`config.mk`:
```
export PLATFORM = sky130hd
export DESIGN_NAME = ram_refresh_sched
export DESIGN_NICKNAME = d
export VERILOG_FILES = /design/src/rtl/ram_refresh_sched_pkg.sv /design/src/rtl/ram_refresh_sched_timer.sv /design/src/rtl/ram_refresh_sched.sv
export SDC_FILE = /design/constraint.sdc
export NUM_CORES = 1
export LEC_CHECK = 0
export CAP_MARGIN = 0
export CORE_MARGIN = 1
export CORE_UTILIZATION = 52
export DETAILED_ROUTE_END_ITERATION = 6
export PLACE_DENSITY = 0.78
export SYNTH_ARGS = -nofsm -noshare
export SYNTH_HDL_FRONTEND = slang
export SYNTH_SLANG_ARGS = --single-unit
```
`constraint.sdc`:
```
create_clock -name CLK -period 2.5 [get_ports CLK]
set_clock_uncertainty 0.1 [all_clocks]
set_input_delay 0.5 -clock CLK [delete_from_list [all_inputs] [get_ports CLK]]
set_output_delay 0.5 -clock CLK [all_outputs]
set_load 0.1 [all_outputs]
```
`src/rtl/ram_refresh_sched_pkg.sv`:
```
// Shared types and default constants for the DRAM refresh scheduler.
package ram_refresh_sched_pkg;

  typedef enum logic [1:0] {
    IDLE = 2'd0,
    PEND = 2'd1,
    GAP  = 2'd2
  } refState_t;

  localparam int REF_PERIOD_DEF = 384;
  localparam int DEBT_W_DEF     = 3;
  localparam int DEBT_MAX_DEF   = 7;
  localparam int URG_THRESH_DEF = 2;

endpackage

```
`src/rtl/ram_refresh_sched_timer.sv`:
```
// Free-running refresh slot timer: counts down, reloads, ticks at zero.
module ram_refresh_sched_timer #(
  parameter int PERIOD = 384
) (
  input  logic CLK,
  input  logic RST,
  input  logic En,
  output logic Tick
);

  localparam int CW = $clog2(PERIOD);
  localparam logic [CW-1:0] RELOAD = CW'(PERIOD - 1);
  localparam logic [CW-1:0] ONE = CW'(1);

  logic [CW-1:0] count;

  always_ff @(posedge CLK) begin
    if (RST) begin
      count <= RELOAD;
    end else if (En) begin
      count <= (count == '0) ? RELOAD : count - ONE;
    end
  end

  assign Tick = En && (count == '0);

endmodule

```
`src/rtl/ram_refresh_sched.sv`:
```
// Refresh scheduler: paces slots, tracks debt, drives req/urgent/stall.
module ram_refresh_sched
  import ram_refresh_sched_pkg::*;
#(
  parameter int REF_PERIOD = REF_PERIOD_DEF,
  parameter int DEBT_W     = DEBT_W_DEF,
  parameter int DEBT_MAX   = DEBT_MAX_DEF,
  parameter int URG_THRESH = URG_THRESH_DEF
) (
  input  logic              CLK,
  input  logic              RST,
  input  logic              EN,
  input  logic              RefAck,
  output logic              RefReq,
  output logic              RefUrg,
  output logic              StallReq,
  output logic [DEBT_W-1:0] Debt,
  output logic              Overflow,
  output logic              AckErr
);

  localparam logic [DEBT_W-1:0] DMAX = DEBT_W'(DEBT_MAX);
  localparam logic [DEBT_W-1:0] UTH  = DEBT_W'(URG_THRESH);
  localparam logic [DEBT_W-1:0] ONE  = DEBT_W'(1);

  logic              tick;
  logic              accAck;
  logic              ovfNxt;
  logic              errNxt;
  logic [DEBT_W-1:0] debtNxt;
  refState_t         state;
  refState_t         stateNxt;

  ram_refresh_sched_timer #(
    .PERIOD(REF_PERIOD)
  ) refPeriodTimer (
    .CLK (CLK),
    .RST (RST),
    .En  (EN),
    .Tick(tick)
  );

  always_comb begin
    stateNxt = state;
    debtNxt  = Debt;
    ovfNxt   = Overflow;
    accAck   = EN && RefAck && (state == PEND) && (Debt != '0);
    errNxt   = AckErr || (RefAck && !accAck);
    if (EN) begin
      // tick and ack in the same clock cancel out
      if (tick && !accAck) begin
        if (Debt == DMAX) ovfNxt = 1'b1;
        else              debtNxt = Debt + ONE;
      end else if (accAck && !tick) begin
        debtNxt = Debt - ONE;
      end
      unique case (state)
        IDLE:    if (debtNxt != '0) stateNxt = PEND;
        PEND:    if (accAck) stateNxt = GAP;
        GAP:     stateNxt = (debtNxt != '0) ? PEND : IDLE;
        default: stateNxt = IDLE;
      endcase
    end
  end

  always_ff @(posedge CLK) begin
    if (RST) begin
      state    <= IDLE;
      Debt     <= '0;
      Overflow <= 1'b0;
      AckErr   <= 1'b0;
      RefReq   <= 1'b0;
      RefUrg   <= 1'b0;
      StallReq <= 1'b0;
    end else begin
      state    <= stateNxt;
      Debt     <= debtNxt;
      Overflow <= ovfNxt;
      AckErr   <= errNxt;
      RefReq   <= EN && (stateNxt == PEND) && (debtNxt != '0);
      RefUrg   <= EN && (stateNxt == PEND) && (debtNxt >= UTH);
      StallReq <= EN && (debtNxt == DMAX);
    end
  end

endmodule

```
## Word-level counts from Yosys, hierarchy flattened

Cells that the tools add are included.

- Bits in registers: 19
- Bits of input ports: 4
- Output and inout bits: 8
- Logic and storage cells: 48

- $add $sub $neg: 3
- Order comparisons: 1
- Equal/unequal tests: 5
- Muxes and demuxes: 11
- Reductions and logical operators: 20

Operator list:

| cell | count |
|---|---|
| $mux W3 | 5 |
| $logic_and A1 B1 Y1 | 11 |
| $logic_not A9 Y1 | 1 |
| $mux W9 | 1 |
| $reduce_bool A3 Y1 | 3 |
| $sub A9 B1 Y9 const B | 1 |
| $eq A3 B3 Y1 const B | 2 |
| $mux W2 | 3 |
| $pmux W2 S3 | 1 |
| $eq A2 B1 Y1 const B | 2 |
| $add A3 B1 Y3 const B | 1 |
| $ge A3 B2 Y1 const B | 1 |
| $reduce_and A3 Y1 | 1 |
| $sub A3 B1 Y3 const B | 1 |
| $eq A2 B2 Y1 const B | 1 |
| $logic_not A1 Y1 | 2 |
| $logic_not A2 Y1 | 1 |
| $logic_or A1 B1 Y1 | 1 |
| $mux W1 | 1 |

## Logic depth before layout (Yosys ltp)

- Depth in word-level cells: 14
- Mapped depth: 8
- Gate-level depth less buffers: 8

## Hierarchy

From an unflattened synthesis, not the netlist that was laid out.

- Cell total of the unflattened synthesis: 117
- Area, all modules: 1,038.5 sq um

Modules (own cells, without submodules):

| module | instances | cells each | area each (sq um) |
|---|---|---|---|
| ram_refresh_sched | 1 | 71 | 608.1 |
| ram_refresh_sched_timer | 1 | 46 | 430.4 |

## Least setup slack after synthesis

No wires, ideal clock.

- Path type: flip-flop to flip-flop
- Start point: reg Debt[0]
- End point: reg RefReq
- Data arrival time: 2.576 ns
- Required time: 2.309 ns
- Path slack: -0.267 ns
- Cell stages (with the launch flop): 9
- Clock period less this slack: 2.767 ns
- Cells stage by stage: dfxtp_1 -> inv_1 -> ha_1 -> nand2b_1 -> nand4_1 -> nand2b_2 -> o32ai_1 -> nor2_1 -> a311oi_1

- Word-level cells in the longest chain between the ends: 13

RTL lines:

| element | line | RTL |
|---|---|---|
| from (decl) | ram_refresh_sched.sv:17 | `output logic [DEBT_W-1:0] Debt,` |
| from (signal assigned) | ram_refresh_sched.sv:77 | `Debt <= debtNxt;` |
| parallel branches: the longest is 12 deep, another holds $sub A3 B1 Y3 | -- |  |
| $logic_and A1 B1 Y1 * | ram_refresh_sched.sv:80 | `RefReq <= EN && (stateNxt == PEND) && (debtNxt != '0);` |
| to (signal assigned) | ram_refresh_sched.sv:80 |  |
| to (decl) | ram_refresh_sched.sv:14 | `output logic RefReq,` |

Every way passes the cells marked *. The select of a mux whose other input is x is not followed.
A chain may end at the register's enable or synchronous reset.

## Final worst setup path

- Start point: reg refPeriodTimer.count[3]
- End point: reg RefReq

- Word-level cells in the longest chain between the ends: 14

RTL lines:

| element | line | RTL |
|---|---|---|
| from (decl) | ram_refresh_sched_timer.sv:15 | `logic [CW-1:0] count;` |
| from (signal assigned) | ram_refresh_sched_timer.sv:21 | `count <= (count == '0) ? RELOAD : count - ONE;` |
| $logic_not A9 Y1 * | ram_refresh_sched_timer.sv:25 | `assign Tick = En && (count == '0);` |
| $logic_and A1 B1 Y1 * | ram_refresh_sched_timer.sv:25 |  |
| $logic_not A1 Y1 | ram_refresh_sched.sv:54 | `end else if (accAck && !tick) begin` |
| $logic_and A1 B1 Y1 | ram_refresh_sched.sv:54 |  |
| $mux W3 | ram_refresh_sched.sv:54 |  |
| $mux W3 * | ram_refresh_sched.sv:51 | `if (tick && !accAck) begin` |
| $mux W3 * | ram_refresh_sched.sv:49 | `if (EN) begin` |
| $reduce_bool A3 Y1 | ram_refresh_sched.sv:58, ram_refresh_sched.sv:60 |  |
| $mux W1 or $mux W2 (tied branches) | ram_refresh_sched.sv:60, ram_refresh_sched.sv:58 |  |
| $pmux W2 S3 | ram_refresh_sched.sv:57 | `unique case (state)` |
| $mux W2 | ram_refresh_sched.sv:49 |  |
| $eq A2 B1 Y1 | ram_refresh_sched.sv:80 |  |
| $logic_and A1 B1 Y1 | ram_refresh_sched.sv:80 |  |
| $logic_and A1 B1 Y1 * | ram_refresh_sched.sv:80 |  |

Mark *: on every way between the ends. The rest lies on a longest branch, timed or not. The select of a mux whose other input is x is not followed.

==> metrics.yaml <==
yosys:
  synth-seq-cells: 19
  synthCells: 105
  yosysTopAreaCellShare_pct: 40.2
  synth_warnings: 0
  synth_top_area_cell: "dfxtp_1"
  syn_area_um2: 946
  yosys.cell_types.count: 33
  synth_area_leaders: "dfxtp_1 40%, ha_1 6.6%, xnor2_1 6.5%"
  ys_seq_area_share_pct: 40.2
  avgSynthCellArea_um2: 9.01
  syn_nets: 114
timing:
  max_freq_ghz: 0.436
  final_hold_viol_count: 0
  fin_crit_ns: 2.29
  setup_ws_ns: 0.207
  worst_slew_pin_slew_ns: 0.451
  finalCritPeriodShare_pct: 91.7
  slew_viol_final: 0
  slew_headroom_pct: 69.8
  setup_viol: 0
  grt_setup_unrepaired: "no"
power_and_ir_drop:
  ir_drop_v: 0.000316
  power.density_mw_per_mm2: 443
  total_power_w: 0.000503
  p_leak_nw: 0.436
clock_tree:
  clock_path_buffers: 2
  cts_buffers: 3
  cts-resized-gates: 0
  clkTransAtPathRegs_ns: 0.10
  h-tree-depth: 1
  hold_buffers: 0
  clock_latency_ns: 0.29
  cts_tree: "built"
  clkSinkCount: 19
  post-cts-setup-buffers: 0
  clockRootBuffer: "clkbuf_4"
finish:
  n_antenna_cell: 0
  fin_util_pct: 66.6
  nets: 134
  drive_gt1_share_pct: 24.2
  layout_commonest_cell: "dfxtp_1"
  syn2layout_area_growth_pct: 20.2
  final_cell_mix: "17 x dfxtp_1, 15 x buf_4, 13 x nand2_1"
worst_setup_path:
  cp_cell_sequence: "or4_4, or4_4, nand2b_2, o32ai_1, nor2_1, a311oi_1"
  cp_data_required_time_ns: 2.57
  critPathMaxStageDelay_ns: 0.58
  start_kind: "flip-flop"
  path_delay_family: "simple AND/OR/NAND/NOR gates"
  worst-path-buf-inv: 0
  arrival_ns: 2.37
  slowest_stage: "or4_4"
  crit_type: "reg -> reg"
  cp-end-kind: "flip-flop"
  crit_fanout: 5
  cp_common_cell: "or4_4"
floorplanning:
  initial_core_util_pct: 55.4
  rows: 15
  boundaryPins: 12
  fp.dieW_um: 44.7
  dieArea_mm2: 0.00199
  die_h_um: 44.7
  core_region_area_mm2: 0.00171
job:
  cap_violations: 0
detailed_routing:
  routed_wl_mm: 1.74
  vias: 785
  postRouteAntennaNets: 0
  wl_per_cell_um: 11.7
  viasPerCell: 5.27
  drc_errors: 0
  first_pass_iters: 4
  drtIter0Drc: 16
placed_design:
  gp_congestion: 0.894
  preCtsSetupSlack_ns: -0.0240
  port_buffers: 11
  hpwl_mm: 1.37
global_routing:
  grt_pass1_vias: 709
  grt_max_degree: 11
  grt-ovfl-total: 0
  grt_pass1_wl_mm: 3.10
  antenna_found_initial: 0
  grt_usage_pct: 21.2
min_path:
  hp-class: "reg -> reg"
outcome:
  outcome: "finished, final reports clean"
## routing by layer
metal	vias to the layer above	wire length (um)	GRT usage [%]
met5	-	0	0
met4	0	20	7.27
met3	4	71	4.90
met2	19	818	35.6
met1	364	834	26.6
li1	398	-	-
## path summary, 6_finish.rpt
check / from / end / slack (ns) / cells past startpoint
max: refPeriodTimer.count[3]$_SDFFE_PP1P_ / RefReq$_SDFF_PP0_ / 0.21 / 6
min: Overflow$_SDFFE_PP0P_ / Overflow$_SDFFE_PP0P_ / 0.38 / 2
max reg2reg: refPeriodTimer.count[3]$_SDFFE_PP1P_ / RefReq$_SDFF_PP0_ / 0.21 / 6
min reg2reg: Overflow$_SDFFE_PP0P_ / Overflow$_SDFFE_PP0P_ / 0.38 / 2
## cell type report
cell class                      instances  area [um^2]
Fill cell                             147          571
Multi-Input combinational cell         76          528
Sequential cell                        19          383
Timing Repair Buffer                   18          143
Tap cell                               25         31.3
Clock buffer                            4         26.3
Inverter                                7         26.3
## report_power, final
group          total (W)  switching [W]  internal [W]
clock           0.000154      0.0000914     0.0000621
sequential      0.000311     0.00000363      0.000307
combinational  0.0000392      0.0000239     0.0000152
total           0.000503       0.000119      0.000384
## Yosys cell counts
cell type and count:
nor4_2 1, nand2b_2 1, nor2_1 11, nand2b_1 3, clkbuf_1 3, mux2i_1 1, a21oi_1 5, nand2_1 13
nor2b_1 1, nor4_4 1, dfxtp_1 19, mux2_2 1, nand2_2 1, xnor2_1 7, inv_1 7, xor2_1 2
o21bai_1 1, o21ai_2 1, nand3_1 1, or4_4 3, or3_1 1, ha_1 5, nand4_1 2, o21ai_0 1
nor4b_1 1, o32ai_1 2, nor4_1 2, a211oi_1 1, nor3_1 3, a211oi_2 1, nand3b_1 1, o21a_1 1
a311oi_1 1
## worst min-delay path: cells and delay by family, from the launching register on
family / cells / cell delay [ns]
DFF: 1 / 0.34
and+or+nand+nor: 2 / 0.11
## per-stage QoR
step / TNS (ns) / hold WS, ns / cells / instance area [um^2]
6_report: 0 / 0.382 / 149 / 1140
5_1_grt: 0 / 0.423 / 149 / 1140
4_1_cts: 0 / 0.384 / 149 / 1140
3_5_place_dp: -0.0474 / 0.360 / 145 / 1110
3_3_place_gp: 0 / 0.351 / 145 / 1110
2_1_floorplan: 0 / 0.357 / 105 / 948
## registers in the layout (all words and copies together), names as in the netlist
name,flops
AckErr,1
Debt,3
Overflow,1
RefReq,1
RefUrg,1
StallReq,1
refPeriodTimer.count,9
state,2
## kinds of logic (layout without fill, tap and decap cells)
group / count (synthesis) / in the layout / synth area share (%)
adder cells (fa/ha/maj): 5 / 5 / 6.61
flip-flops: 19 / 19 / 40.2
AO/OA/AOI/OAI: 14 / 14 / 10.6
XOR/XNOR: 9 / 9 / 8.33
buffers and inverters: 10 / 29 / 3.97
multiplexers: 2 / 2 / 2.25
AND/OR/NAND/NOR: 46 / 46 / 28.0
No activity file was read; power rests on OpenSTA's default activity.
